File: config.mk
export PLATFORM = sky130hd
export DESIGN_NAME = ctrl_seq_unit
export DESIGN_NICKNAME = d
export VERILOG_FILES = /design/src/rtl/ctrl_seq_unit.sv
export SDC_FILE = /design/constraint.sdc
export NUM_CORES = 1
export LEC_CHECK = 0
export CAP_MARGIN = 20
export CORE_MARGIN = 2
export CORE_UTILIZATION = 40
export DETAILED_ROUTE_END_ITERATION = 7
export PLACE_DENSITY = 0.77
export SETUP_SLACK_MARGIN = 0.5
export SYNTH_ARGS = -nofsm -noshare
export SYNTH_HDL_FRONTEND = slang
export SYNTH_SLANG_ARGS = --single-unit
File: constraint.sdc
create_clock -name clk -period 1.6 [get_ports clk]
set_clock_uncertainty 0.05 [all_clocks]
set_input_delay 0.48 -clock clk [delete_from_list [all_inputs] [get_ports clk]]
set_output_delay 0.48 -clock clk [all_outputs]
set_load 0.1 [all_outputs]
File: src/rtl/ctrl_seq_unit.sv
// ----------------------------------------------------------------------------
// ctrl_seq_unit
//   Registered decode/control unit between IF/ID and the EXE stage register.
//   Decodes the opcode into the EXE/MEM/WB control bundle, holds it behind a
//   valid/ready handshake, and stalls intake for memory wait states after
//   LD/ST and for bubble cycles after branches. Unknown opcodes produce an
//   all-zero bundle with illegal set.
//
// Ports
//   clk        in   1      rising-edge clock
//   rst_n      in   1      asynchronous active-low reset
//   flush      in   1      synchronous pipeline flush (drops bundle, back to RUN)
//   in_valid   in   1      opcode valid
//   opcode     in   OPC_W  instruction opcode
//   in_ready   out  1      opcode accepted when in_valid && in_ready
//   out_valid  out  1      control bundle valid
//   out_ready  in   1      downstream consumes bundle
//   exe_cmd    out  CMD_W  ALU command (4-bit command zero-extended)
//   mem_r_en   out  1      memory read enable
//   mem_w_en   out  1      memory write enable
//   wb_en      out  1      register writeback enable
//   is_imm     out  1      second operand is immediate
//   br_type    out  2      00 none, 01 BEZ, 10 BNE, 11 JMP
//   illegal    out  1      opcode not in decode table
//   busy       out  1      sequencer is in a wait or branch-shadow state
// ----------------------------------------------------------------------------
module ctrl_seq_unit #(
    parameter int OPC_W        = 6,
    parameter int CMD_W        = 4,
    parameter int MEM_WAIT_CYC = 2,
    parameter int BR_BUBBLES   = 1
) (
    input  logic             clk,
    input  logic             rst_n,
    input  logic             flush,
    input  logic             in_valid,
    input  logic [OPC_W-1:0] opcode,
    output logic             in_ready,
    output logic             out_valid,
    input  logic             out_ready,
    output logic [CMD_W-1:0] exe_cmd,
    output logic             mem_r_en,
    output logic             mem_w_en,
    output logic             wb_en,
    output logic             is_imm,
    output logic [1:0]       br_type,
    output logic             illegal,
    output logic             busy
);

    typedef enum logic [1:0] {
        ST_RUN       = 2'd0,
        ST_MEM_WAIT  = 2'd1,
        ST_BR_SHADOW = 2'd2
    } state_t;

    typedef struct packed {
        logic [3:0] cmd;
        logic       mem_r;
        logic       mem_w;
        logic       wb;
        logic       imm;
        logic [1:0] br;
        logic       ill;
    } ctrl_t;

    localparam logic [3:0] MEM_CNT = 4'(MEM_WAIT_CYC);
    localparam logic [3:0] BR_CNT  = 4'(BR_BUBBLES);
    localparam bit         MEM_EN  = (MEM_WAIT_CYC > 0);
    localparam bit         BR_EN   = (BR_BUBBLES > 0);

    // Full-width compare: any set bit above the table range falls to default.
    function automatic ctrl_t decode(input logic [OPC_W-1:0] op);
        ctrl_t c;
        c = '0;
        case (op)
            OPC_W'(0):  ;
            OPC_W'(1):  begin c.cmd = 4'b0000; c.wb = 1'b1; end
            OPC_W'(3):  begin c.cmd = 4'b0010; c.wb = 1'b1; end
            OPC_W'(5):  begin c.cmd = 4'b0100; c.wb = 1'b1; end
            OPC_W'(6):  begin c.cmd = 4'b0101; c.wb = 1'b1; end
            OPC_W'(7):  begin c.cmd = 4'b0110; c.wb = 1'b1; end
            OPC_W'(8):  begin c.cmd = 4'b0111; c.wb = 1'b1; end
            OPC_W'(9),
            OPC_W'(10): begin c.cmd = 4'b1000; c.wb = 1'b1; end
            OPC_W'(11): begin c.cmd = 4'b1001; c.wb = 1'b1; end
            OPC_W'(12): begin c.cmd = 4'b1010; c.wb = 1'b1; end
            OPC_W'(32): begin c.cmd = 4'b0000; c.wb = 1'b1; c.imm = 1'b1; end
            OPC_W'(33): begin c.cmd = 4'b0010; c.wb = 1'b1; c.imm = 1'b1; end
            OPC_W'(36): begin c.mem_r = 1'b1; c.wb = 1'b1; c.imm = 1'b1; end
            OPC_W'(37): begin c.mem_w = 1'b1; c.imm = 1'b1; end
            OPC_W'(40): c.br = 2'b01;
            OPC_W'(41): c.br = 2'b10;
            OPC_W'(42): c.br = 2'b11;
            default:    c.ill = 1'b1;
        endcase
        return c;
    endfunction

    state_t     state_q, state_d;
    logic [3:0] cnt_q, cnt_d;
    ctrl_t      dec_p0;
    ctrl_t      ctrl_p1;
    logic       vld_p1;
    logic       accept;

    assign dec_p0 = decode(opcode);
    assign accept = in_valid && in_ready;

    // FSM: state register
    always_ff @(posedge clk or negedge rst_n) begin
        if (!rst_n) begin
            state_q <= ST_RUN;
            cnt_q   <= 4'd0;
        end else begin
            state_q <= state_d;
            cnt_q   <= cnt_d;
        end
    end

    // FSM: next state; the wait counter runs regardless of out_ready
    always_comb begin
        state_d = state_q;
        cnt_d   = cnt_q;
        if (flush) begin
            state_d = ST_RUN;
            cnt_d   = 4'd0;
        end else begin
            case (state_q)
                ST_RUN: begin
                    if (accept) begin
                        if ((dec_p0.mem_r || dec_p0.mem_w) && MEM_EN) begin
                            state_d = ST_MEM_WAIT;
                            cnt_d   = MEM_CNT;
                        end else if ((dec_p0.br != 2'b00) && BR_EN) begin
                            state_d = ST_BR_SHADOW;
                            cnt_d   = BR_CNT;
                        end
                    end
                end
                ST_MEM_WAIT, ST_BR_SHADOW: begin
                    cnt_d = cnt_q - 4'd1;
                    if (cnt_q == 4'd1) begin
                        state_d = ST_RUN;
                    end
                end
                default: begin
                    state_d = ST_RUN;
                    cnt_d   = 4'd0;
                end
            endcase
        end
    end

    // FSM: outputs
    always_comb begin
        busy     = (state_q != ST_RUN);
        in_ready = (state_q == ST_RUN) && !flush && (!vld_p1 || out_ready);
    end

    // Stage p0 -> p1: decoded bundle register
    always_ff @(posedge clk or negedge rst_n) begin
        if (!rst_n) begin
            vld_p1  <= 1'b0;
            ctrl_p1 <= '0;
        end else if (flush) begin
            vld_p1  <= 1'b0;
            ctrl_p1 <= '0;
        end else if (accept) begin
            vld_p1  <= 1'b1;
            ctrl_p1 <= dec_p0;
        end else if (out_ready) begin
            vld_p1  <= 1'b0;
        end
    end

    assign out_valid = vld_p1;
    assign exe_cmd   = CMD_W'(ctrl_p1.cmd);
    assign mem_r_en  = ctrl_p1.mem_r;
    assign mem_w_en  = ctrl_p1.mem_w;
    assign wb_en     = ctrl_p1.wb;
    assign is_imm    = ctrl_p1.imm;
    assign br_type   = ctrl_p1.br;
    assign illegal   = ctrl_p1.ill;

endmodule
# Word level (Yosys, flattened, before mapping)
# Index checks and enable logic that the tools add are counted.
# word_totals
memories,0
rom_bits,0
latchBits,0
inputBits,11
elab_cells,78
ram_bits,0
register_bits,18
output_inout_bits,14
# op_classes
n_mul,0
order_cmp,0
bitwise_logic,0
n_div,0
n_reduce_logical,21
eq_ne,23
addsub,1
shifts,0
n_mux,23
# op_table
op,count
== test 6 bit (second input constant),7
one-hot mux 4 bit (8 select lines),1
== test 6 x 4 -> 1 bit (second input constant),5
2-to-1 mux 11 bit,2
== test 6 x 3 -> 1 bit (second input constant),3
OR reduction 18 bit,1
2-to-1 mux 4 bit,4
OR reduction 13 bit,1
2-to-1 mux 2 bit,5
2-to-1 mux 1 bit,8
one-hot mux 4 bit (2 select lines),1
== test 6 x 1 -> 1 bit (second input constant),1
== test 6 x 2 -> 1 bit (second input constant),1
zero test 6 bit,1
inequality test 3 bit (second input constant),2
one-hot mux 2 bit (3 select lines),1
nonzero test 2 bit,3
OR reduction 2 bit,3
== test 4 x 1 -> 1 bit (second input constant),1
inequality test 4 bit (second input constant),1
one-hot mux 2 bit (2 select lines),1
OR reduction 4 bit,1
subtractor 4 x 1 -> 4 bit (second input constant),1
logical AND 1 bit,3
other kinds (8),10

# Longest topological paths before layout
# logic_depth
depth_word,8
depth_mapped,8
mapped_depth_nobuf,7

# Least setup slack after synthesis
# OpenSTA, ideal clock, no wires.
# synth_path
path_kind,register to register
startpoint,register vld_p1 (netlist: out_valid)
endpoint,"register ctrl_p1, in the netlist illegal"
slack_ns,-1.876
t_arrival_ns,3.330
required_time_ns,1.455
n_path_buf,1
stages_incl_launch_ff,6
setup_ns,0.095
period_less_slack_ns,3.476
cell_sequence,dfrtp_1 -> nand2b_1 -> nor2b_1 -> nand2_1 -> clkbuf_1 -> o31ai_1
# synth_via
elab_chain_len,5
# synth_rtl
element,line_no,text
start: declaration,104,logic vld_p1;
start signal: assignment,164,vld_p1 <= 1'b0;
start signal: assignment,167,vld_p1 <= 1'b0;
start signal: assignment,170,vld_p1 <= 1'b1;
zero test 1 bit,158,in_ready = (state_q == ST_RUN) && !flush && (!vld_p1 || out_ready);
logical OR 1 bit,158,
logical AND 1 bit,158,
named net in_ready,38,"output logic in_ready,"
logical AND 1 bit,108,assign accept = in_valid && in_ready;
nonzero test 2 bit (no source line),-,
end signal: assignment,171,ctrl_p1 <= dec_p0;
end: declaration,103,ctrl_t ctrl_p1;
# The timed path passes the listed nets, and every way through them passes these cells.
# A chain may end at the register's enable or synchronous reset.

# Worst setup path in the final report
# layout_path
startpoint,register state_q[0]
endpoint,output in_ready
# layout_via
elab_chain_len,3
# layout_rtl
element,line_no,text
start: declaration,100,"state_t state_q, state_d;"
start signal: assignment,116,state_q <= state_d;
zero test 2 bit,158,
logical AND 1 bit (2 in series),158,
end: declaration,38,
# Every way passes these cells.

==> results.sh <==
export IMPL_status="finished with violations"
export IMPL_violations="DRC, setup timing"
export IMPL_r2r_end="br_type[0]"
export IMPL_path_cells="inv_2 > ha_4 > nand2b_4 > nor2b_4 > buf_12"
export IMPL_ir_worst_vdd_uv=411
export IMPL_ys_top_cells_by_area="dfrtp_1 37%, nand3b_1 6.8%, nand2b_1 4.7%"
export IMPL_drv_slew=0
export IMPL_crit_path_end="in_ready"
export IMPL_clkSinkCount=18
export IMPL_grt_pass1_wl_um=7070
export IMPL_slowest_delay_ns=0.41
export IMPL_tns_ns=-1.73
export IMPL_fp_row_count=19
export IMPL_maxCapViolations=0
export IMPL_p_leak_nw=1.04
export IMPL_vias=1476
export IMPL_r2r_slack_ns=-0.16
export IMPL_hold_violations=0
export IMPL_setup_slack_ns=-0.297
export IMPL_hpwl_um=2580
export IMPL_drc=1
export IMPL_crit_family="flip-flops"
export IMPL_layout_commonest_cell="buf_4"
export IMPL_drive_above_1_share=0.620
export IMPL_syn_num_nets=149
export IMPL_ys_types=40
export IMPL_diodes=0
export IMPL_num_fill_cells=125
export IMPL_min_path_type="in -> reg"
export IMPL_end_kind="output port"
export IMPL_syn_cell_area_um2=1210
export IMPL_synth_seq_cells=18
export IMPL_pre_cts_slack_ns=-0.521
export IMPL_antenna_found_initial=0
export IMPL_crit_fanout=2
export IMPL_syn_to_final_growth_pct=98.7
export IMPL_fmax_mhz=527
export IMPL_reg2reg_depth=8
export IMPL_worstSetupStartpointType="flop"
export IMPL_rsz0062_at_grt="true"
export IMPL_grt_overflow=0
export IMPL_worst_setup_path_type="reg -> out"
export IMPL_worstPathArrival_ns=1.37
export IMPL_first_pass_iters=6
export IMPL_stdcell_count=236
export IMPL_clock_latency_ns=0.31
export IMPL_portBuffers=24
export IMPL_post_route_util=0.856
export IMPL_wl_per_cell_um=22.4
export IMPL_cts_tree="done"
export IMPL_grt_pass1_vias=1473
export IMPL_slowest_stage="dfrtp_1"
export IMPL_mostFrequentLayoutCells="34 x buf_4, 15 x buf_12, 15 x buf_6"
export IMPL_min_period_over_period=1.19
export IMPL_nets=221
export IMPL_globalplace_congestion=0.842
export IMPL_die_w_um=59.0
export IMPL_ys_seq_area_frac=0.373
export IMPL_setup_viol_count_final=20
export IMPL_coreArea_um2=2810
export IMPL_drt_first_iter_violations=76
export IMPL_worst_pin_slew_ns=0.494
export IMPL_crit_path_start="state_q[0]"
export IMPL_htree_levels=1
export IMPL_p_total_mw=1.31
export IMPL_final_antenna_net_count=0
export IMPL_synth_warnings=0
export IMPL_avgSynthCellArea_um2=9.02
export IMPL_cts_buffers=3
export IMPL_cts_root_buf="clkbuf_4"
export IMPL_layout_min_cycle_time_ns=1.90
export IMPL_start_util=0.431
export IMPL_slew_headroom=0.671
export IMPL_reg2reg_from="state_q[0]"
export IMPL_ios=25
export IMPL_routed_wl_um=5280
export IMPL_die_area_um2=3480
export IMPL_worst_path_buf_inv=2
export IMPL_cp_depth=5
export IMPL_via_per_inst=6.25
export IMPL_clk_pin_slew_worst_paths_ns=0.11
export IMPL_cp_required_ns=1.07
export IMPL_power_density_nw_per_um2=545
export IMPL_yosys_area_top_type="dfrtp_1"
export IMPL_die_y_um=59.0
export IMPL_grt_max_degree=19
export IMPL_grt_use_total=0.273
export IMPL_syn_inst=134
export IMPL_clock_path_buffers=2
export IMPL_synth_top_area_frac=0.373
export IMPL_place_inst=211
## routing by layer
layer / part of all wire / track usage / wire length [um] / up-vias
met5: 0 / 0 / 0 / -
met4: 0.048 / 0.130 / 252 / 0
met3: 0.079 / 0.0415 / 419 / 21
met2: 0.50 / 0.492 / 2630 / 100
met1: 0.37 / 0.314 / 1980 / 722
li1: - / - / - / 633
## power by group
group          switching [mW]  internal (mW)  total [mW]  leakage, nW
Sequential             0.0189          0.474       0.492        0.225
Combinational           0.308          0.251       0.558        0.802
Clock                   0.161         0.0976       0.259       0.0150
Total                   0.487          0.822        1.31         1.04
## state kept, by name, indices dropped and copies added, names as in the netlist
signal     cells
exe_cmd        4
wb_en          1
mem_r_en       1
mem_w_en       1
cnt_q          4
br_type        2
out_valid      1
is_imm         1
illegal        1
state_q        2
## worst min path at each step
stage / start / to / slack, ns / cells past startpoint
floorplan: rst_n / cnt_q[0] / 0.13 / 0
global placement: cnt_q[3] / cnt_q[3] / 0.47 / 2
detailed placement: cnt_q[2] / cnt_q[2] / 0.51 / 1
CTS: rst_n / is_imm / 0.47 / 2
global route: opcode[1] / is_imm / 0.48 / 3
finish: opcode[1] / is_imm / 0.47 / 3
## cell type report
| class | instances | area, um2 | share of cell area |
|---|---|---|---|
| tap | 31 | 38.8 | 0.0162 |
| clock buffer | 4 | 26.3 | 0.0109 |
| sequential | 18 | 492 | 0.205 |
| inverter | 8 | 30.0 | 0.0125 |
| timing repair buffer | 76 | 853 | 0.355 |
| multi-input combinational | 99 | 961 | 0.400 |
## metrics by stage
step	hold WS (ns)	cell area, um2
after floorplan	0.134	1330
after global placement	0.471	1920
after detailed placement	0.512	1920
after CTS	0.467	2260
after global routing	0.478	2400
final	0.474	2400
## synth_stat cells
library cell / count
a2111oi_0: 1
a211oi_1: 1
a21oi_1: 4
a221oi_1: 1
a22o_1: 1
a31oi_1: 1
a41o_1: 1
a41oi_4: 1
and2_1: 1
and2b_1: 1
buf_2: 1
buf_4: 1
buf_6: 1
clkbuf_1: 7
dfrtp_1: 18
ha_1: 4
inv_1: 8
nand2_1: 6
nand2b_1: 9
nand2b_4: 2
nand3_1: 2
nand3b_1: 11
nand4_1: 3
nor2_1: 7
nor2b_1: 2
nor3_1: 4
nor3b_1: 1
o21ai_0: 11
o21ai_1: 3
o22ai_1: 1
o22ai_2: 1
o311ai_0: 1
o31ai_1: 4
o32ai_1: 2
o41ai_1: 4
or2_1: 1
or3_1: 2
or4_1: 1
xnor2_1: 2
xor2_1: 1
## worst min-delay path: cells and delay by family
family / cells / cell delay (ns)
buf+inv: 2 / 0.27
compound gates: 1 / 0.07
## kinds of logic (layout without fill, tap and decap cells)
kind of cell    count (synthesis)  in the layout  share of synthesized area
xor+xnor                        3              3                     0.0217
simple gates                   53             54                      0.268
buf+inv                        18             88                     0.0663
fa+ha+maj                       4              4                     0.0414
compound gates                 38             38                      0.230
flops                          18             18                      0.373
## what timing repair did
item	CTS	global route
gates cloned	2	0
gates resized for setup	66	19
pin swaps	14	6
setup endpoints to repair	32	32
setup buffers	13	6
hold buffers	0	0
Power figures use the tool's default switching activity.
